[src/rtl/ppi_pkg.sv]
// ppi_pkg: shared FSM state, ACK polarity and default timing for the Port B sink
package ppi_pkg;
    typedef enum logic [2:0] {IDLE, SETUP, WAIT_SPACE, ACK_LOW, RELEASE} sink_state_t;
    localparam logic ACK_ASSERT = 1'b0;
    localparam logic ACK_DEASSERT = 1'b1;
    localparam int SETUP_CYC_DEF = 2;
    localparam int ACK_WIDTH_DEF = 3;
endpackage

[src/rtl/ppi_sink_fifo.sv]
// ppi_sink_fifo: synchronous FIFO; push at full succeeds only alongside a pop, pop at empty is ignored
module ppi_sink_fifo #(
    parameter int DEPTH = 4,
    parameter int WIDTH = 8
) (
    input  logic                   clk,
    input  logic                   rst,
    input  logic                   push,
    input  logic                   pop,
    input  logic [WIDTH-1:0]       din,
    output logic [WIDTH-1:0]       dout,
    output logic                   full,
    output logic                   empty,
    output logic [$clog2(DEPTH):0] fill
);
    localparam int AW = $clog2(DEPTH);
    logic [WIDTH-1:0] mem [DEPTH];
    logic [AW-1:0] wr_ptr, rd_ptr;
    logic do_push, do_pop;
    assign do_pop = pop & ~empty;
    assign do_push = push & (~full | do_pop);
    assign full = fill == (AW+1)'(DEPTH);
    assign empty = fill == '0;
    assign dout = mem[rd_ptr];
    always_ff @(posedge clk) begin
        if (rst) begin
            wr_ptr <= '0;
            rd_ptr <= '0;
            fill <= '0;
            for (int i = 0; i < DEPTH; i++) mem[i] <= '0;
        end else begin
            if (do_push) begin
                mem[wr_ptr] <= din;
                wr_ptr <= wr_ptr + AW'(1);
            end
            if (do_pop) rd_ptr <= rd_ptr + AW'(1);
            fill <= fill + (AW+1)'(do_push) - (AW+1)'(do_pop);
        end
    end
endmodule

[src/rtl/ppi_portb_sink.sv]
// ppi_portb_sink: PPI Port B mode-1 consumer with ACK handshake and FIFO; PPI_SINK_PARITY_EN stores even parity per byte
module ppi_portb_sink
    import ppi_pkg::*;
#(
    parameter int SETUP_CYC = SETUP_CYC_DEF,
    parameter int ACK_WIDTH = ACK_WIDTH_DEF,
    parameter int DEPTH = 4
) (
    input  logic                   clk,
    input  logic                   RST,
    input  logic [7:0]             PB,
    input  logic                   OBF_B,
    output logic                   ACK,
    output logic [7:0]             out_data,
    output logic                   out_valid,
    input  logic                   out_ready,
    output logic [$clog2(DEPTH):0] fill,
    output logic                   busy
`ifdef PPI_SINK_PARITY_EN
    ,
    output logic                   out_parity
`endif
);
`ifdef PPI_SINK_PARITY_EN
    localparam int W = 9;
`else
    localparam int W = 8;
`endif
    sink_state_t state;
    logic [2:0] sync;
    logic [3:0] cnt;
    logic obf_s, fall, full, empty, pop, push, last_setup;
    logic [W-1:0] din, dout;
    // sync[1] is obf_s; sync[2] is its previous value for edge detection
    assign obf_s = sync[1];
    assign fall = sync[2] & ~sync[1];
    assign pop = out_ready & ~empty;
    assign last_setup = state == SETUP && cnt == 4'(SETUP_CYC - 1);
    assign push = (last_setup && !full) || (state == WAIT_SPACE && (!full || pop));
    assign out_valid = ~empty;
    assign busy = state != IDLE;
`ifdef PPI_SINK_PARITY_EN
    assign din = {^PB, PB};
    assign {out_parity, out_data} = dout;
`else
    assign din = PB;
    assign out_data = dout;
`endif
    ppi_sink_fifo #(.DEPTH(DEPTH), .WIDTH(W)) u_fifo (
        .clk(clk),
        .rst(RST),
        .push(push),
        .pop(pop),
        .din(din),
        .dout(dout),
        .full(full),
        .empty(empty),
        .fill(fill)
    );
    always_ff @(posedge clk) begin
        if (RST) begin
            sync <= 3'b111;
            state <= IDLE;
            cnt <= '0;
            ACK <= ACK_DEASSERT;
        end else begin
            sync <= {sync[1:0], OBF_B};
            case (state)
                IDLE: if (fall) begin
                    state <= SETUP;
                    cnt <= '0;
                end
                SETUP: if (last_setup) begin
                    cnt <= '0;
                    state <= full ? WAIT_SPACE : ACK_LOW;
                    ACK <= full ? ACK_DEASSERT : ACK_ASSERT;
                end else cnt <= cnt + 4'd1;
                WAIT_SPACE: if (!full || pop) begin
                    state <= ACK_LOW;
                    ACK <= ACK_ASSERT;
                    cnt <= '0;
                end
                ACK_LOW: if (cnt == 4'(ACK_WIDTH - 1)) begin
                    state <= RELEASE;
                    ACK <= ACK_DEASSERT;
                end else cnt <= cnt + 4'd1;
                RELEASE: if (obf_s) state <= IDLE;
                default: state <= IDLE;
            endcase
        end
    end
endmodule

[config.mk]
export PLATFORM = sky130hd
export DESIGN_NAME = ppi_portb_sink
export DESIGN_NICKNAME = d
export VERILOG_FILES = /design/src/rtl/ppi_pkg.sv /design/src/rtl/ppi_sink_fifo.sv /design/src/rtl/ppi_portb_sink.sv
export SDC_FILE = /design/constraint.sdc
export NUM_CORES = 1
export LEC_CHECK = 0
export CAP_MARGIN = 20
export CORE_MARGIN = 10
export CORE_UTILIZATION = 47
export CTS_CLUSTER_DIAMETER = 60
export DETAILED_ROUTE_END_ITERATION = 7
export DONT_BUFFER_PORTS = 1
export PLACE_DENSITY = 0.61
export SYNTH_ARGS = -nofsm -noshare
export SYNTH_HDL_FRONTEND = slang
export SYNTH_SLANG_ARGS = --single-unit
[constraint.sdc]
create_clock -name clk -period 4.82 [get_ports clk]
set_input_delay 0.241 -clock clk [delete_from_list [all_inputs] [get_ports clk]]
set_output_delay 0.241 -clock clk [all_outputs]
set_load 0.02 [all_outputs]
==> flow_results.org <==
** Finish
- Ratio of cells with drive above 1 in the final layout :: 0.143
- The net count of the finished layout is 213.
- Combined flip-flop and latch cell area :: 0.00136 mm2
- Final std cells w/o fill :: 266
- The number of antenna diodes in the final layout is 0.
- Counting the fill cells in the layout gives 446.
- Area occupied by multi-input gates :: 991 um2
- Post-synthesis to final-layout area growth :: 6.20%

** Power and ir drop
- In this run the static leakage power is 1.02 nW.
- Max VDD drop :: 0.222 mV
- Dividing total power by cell area gives a power density of 472 mW/mm2.

** Routing
- Per-cell via count in the routed design :: 5.55
- DRT Wirelength :: 4850 um
- Post-detailed-route DRC marker count :: 0
- Summing over every cut layer, the via total after detailed routing is 1477.
- The pre-antenna-repair detailed-routing pass consisted of 4 iterations.
- Drt first-iter violations :: 82
- The detail route stage leaves a number of antenna-violating nets equal to 0.
- After detailed routing, the average wire length per cell comes to 18.2 um.

** Clocking
- Post-CTS Repair Setup Buffers :: 0
- Buffer depth of the longest clock path :: 2
- CTS built an H-tree with a depth of 2.
- Insertion delay of the later-clocked pin in the worst-skew pair :: 310 ps
- After clock tree synthesis, the clock-pin slew on the worst setup and hold paths is 100 ps.
- TritonCTS built the clock tree.
- The clock net in this run drives a total of 52 sinks.
- After clock tree synthesis, the flow added hold-fix buffers numbering 1.
- TritonCTS created 5 clock buffers.
- Clock tree synthesis selected as its root buffer the cell clkbuf_8.
- Once the clock tree was built, the resizer swapped 0 gates to a different size.

** Critical path
- Along the worst path, the maximum fanout reaches 6.
- The critical path is of the register to register type.
- Critical path cell sequence :: ha_1 -> nor4b_2 -> mux2i_1 -> nor3_2 -> ha_1 -> inv_1 -> fa_1 -> xor2_1 -> xnor2_1 -> nor2_1
- Data required time of the worst path :: 5020 ps
- Top Family by Delay on Critical Path :: adder cells
- For this run, the slowest stage of the critical path takes 430 ps.
- FF-to-FF End :: u_fifo.fill[2]
- The largest individual stage delay along the critical path comes from the cell dfxtp_1.
- Across all register-to-register paths, the minimum setup slack is 2180 ps.
- Nature of the critical path startpoint :: register
- The startpoint identified for the worst register-to-register timing path is cnt[0].
- Cell depth of the worst flop-to-flop path :: 10
- Worst EP arrival :: 2840 ps
- STA classifies the critical path endpoint as a register.
- In this design, the critical path's most frequently occurring cell is ha_1.
- Together, buffers and inverters on the worst path number 1.

** Floorplan
- During I/O placement, the number of pins put on the boundary was 26.
- Initial core utilization :: 0.481
- After floorplanning, the core was sized to cover 0.00507 mm2.
- Number of cell rows :: 26
- Measured along the y axis, the die boundary spans 92.1 um.
- Die width :: 92.1 um
- Total Die Area :: 0.00848 mm2

** Global routing
- The via count of the first global-routing pass was 1499.
- Maximum number of pins on one net before global-route repair :: 35
- met2 is the most crowded layer.
- Met3 track demand over resource :: 0.0383
- Remaining global-route overflow :: 0
- Global routing met1 resource utilization :: 0.123
- Number of antenna violations at the first check in global routing :: 0
- Wire length of the first global-routing pass :: 7820 um
- Overall global routing resource usage :: 0.116
- For this run, global-route usage on met2 was measured as 0.213.

** Place
- Final RePlAce weighted congestion :: 0.903
- Buffers placed on the I/O ports in this run total 0.
- Summed over all nets, the half-perimeter wirelength after detailed placement is 3190 um.
- Counting tap cells, the placed design contains a total of 256 instances.

** Yosys
- Synthesis produced a netlist with a net count of 214.
- Counting flops with an async set or reset pin after synthesis yields a share of 0.
- Number of enable flip-flop cells after synthesis :: 32
- The Yosys step of the flow raised 0 warnings.
- Cell count after synthesis :: 196
- Dividing the synthesized area by the synthesized cell count gives 12.5 um2.
- For this run, the leading register cell type out of synthesis is edfxtp_1.
- The share of the Yosys chip area taken by registers is 0.558.
- Count of cell types in the netlist :: 50
- Number of flip-flops and latches in the synthesized netlist :: 52
- Synth Cell Area :: 0.00244 mm2

** STA
- The number of pins with negative max-slew slack in the final report is 0.
- Worst clock skew :: 9.37 ps
- Final setup TNS :: 0 ps
- Relative slew slack :: 0.520
- The final number of hold-violating endpoints came to 0.
- Dividing the final minimum period by the clock period gives 0.548.
- Static timing analysis puts the maximum clock frequency at 378 MHz.
- Setup repair after global routing missed its margin :: no
- Final worst path period need :: 2640 ps
- Setup-violating endpoint count in the final report :: 0
- Worst Tran Pin Value :: 719 ps

** Job
- Maxcap violations :: 0

** Hold path
- Worst-case hold path end point :: sync[0]
- Hold Crit Start :: OBF_B
- In this run the worst hold path is classified as input port to register.
- Along the worst hold path, the cell count comes to 1.

** Outcome
- Run status :: finished clean
-- worst max path at each step --
stage,slack [ps],end,depth (start not counted),start
detailed placement,2210,u_fifo.fill[2],10,cnt[0]
finish,2180,u_fifo.fill[2],10,cnt[0]
global route,2010,u_fifo.fill[2],10,cnt[0]
global placement,2330,u_fifo.fill[2],10,cnt[0]
floorplan,2470,u_fifo.fill[2],10,cnt[0]
CTS,2190,u_fifo.fill[2],10,cnt[0]
-- report_power, final --
part	total [mW]	switching [mW]	internal [mW]
logic	0.349	0.200	0.149
registers	0.625	0.0931	0.532
clock network	0.251	0.147	0.104
-- flip-flops by register name, summed over array words and instances (netlist names), named ones only --
register       cells
u_fifo.wr_ptr      2
u_fifo.rd_ptr      2
cnt                4
ACK                1
state              3
u_fifo.mem        32
u_fifo.fill        3
sync               3
-- synthesized netlist by cell type, drive strengths merged (2+ instances only) --
cell | instances | area (um2)
dfxtp | 20 | 400
a21oi | 3 | 15.0
xnor2 | 2 | 17.5
nand2b | 4 | 25.0
nand2 | 5 | 18.8
o31a | 2 | 17.5
clkbuf | 5 | 18.8
or3 | 2 | 12.5
nand3 | 3 | 15.0
or2 | 4 | 25.0
and3 | 24 | 150
nor4 | 2 | 27.5
nor4b | 2 | 23.8
mux4 | 8 | 180
buf | 6 | 33.8
nor3 | 3 | 20.0
edfxtp | 32 | 961
and2 | 8 | 50.1
or4b | 2 | 23.8
mux2 | 3 | 33.8
inv | 9 | 36.3
nor2 | 18 | 67.6
a21o | 2 | 15.0
ha | 5 | 62.6
xor2 | 2 | 17.5
nor2b | 2 | 12.5
o21ai | 4 | 20.0
-- layout make-up --
type / instances / area share
Tap cell: 70 / 0.0338
Multi-Input combinational cell: 124 / 0.382
Clock buffer: 6 / 0.0280
Sequential cell: 52 / 0.525
Timing Repair Buffer: 3 / 0.0106
Inverter: 9 / 0.0140
Clock inverter: 2 / 0.00627
-- stage by stage --
stage | total power [mW] | instance area [um2] | setup WS, ps | utilization | hold WS, ps
2_1_floorplan | 0.914 | 2440 | 2470 | - | 345
3_3_place_gp | 0.971 | 2480 | 2330 | 0.489 | 317
3_5_place_dp | 0.984 | 2480 | 2210 | 0.489 | 318
4_1_cts | 1.23 | 2580 | 2190 | 0.509 | 0.396
5_1_grt | 1.30 | 2590 | 2010 | 0.511 | 24.2
6_report | 1.22 | 2590 | 2180 | 0.511 | 34.1
-- layer usage --
layer,share of wire,vias to the layer above,wire length [um]
met5,0,-,0
met4,0.0087,0,42
met3,0.046,4,222
met2,0.53,18,2590
met1,0.41,735,1990
li1,-,720,-
-- logic make-up after synthesis --
kind of cell,synth area share
simple gates,0.199
flops,0.558
compound gates,0.0666
buf+inv,0.0364
mux,0.0917
fa+ha+maj,0.0338
xor+xnor,0.0144
-- placed cells by master (no fill, tap or decap), types with 3 or more instances in the layout --
master,count
o21ai_0,3
clkbuf_8,5
nand2b_1,4
a21oi_1,3
nand3_1,3
mux4_2,8
ha_1,5
or2_2,4
edfxtp_1,32
inv_1,8
and3_1,24
dfxtp_1,20
nor2_1,18
nand2_1,5
and2_1,8
No activity file was read; power rests on OpenSTA's default activity.
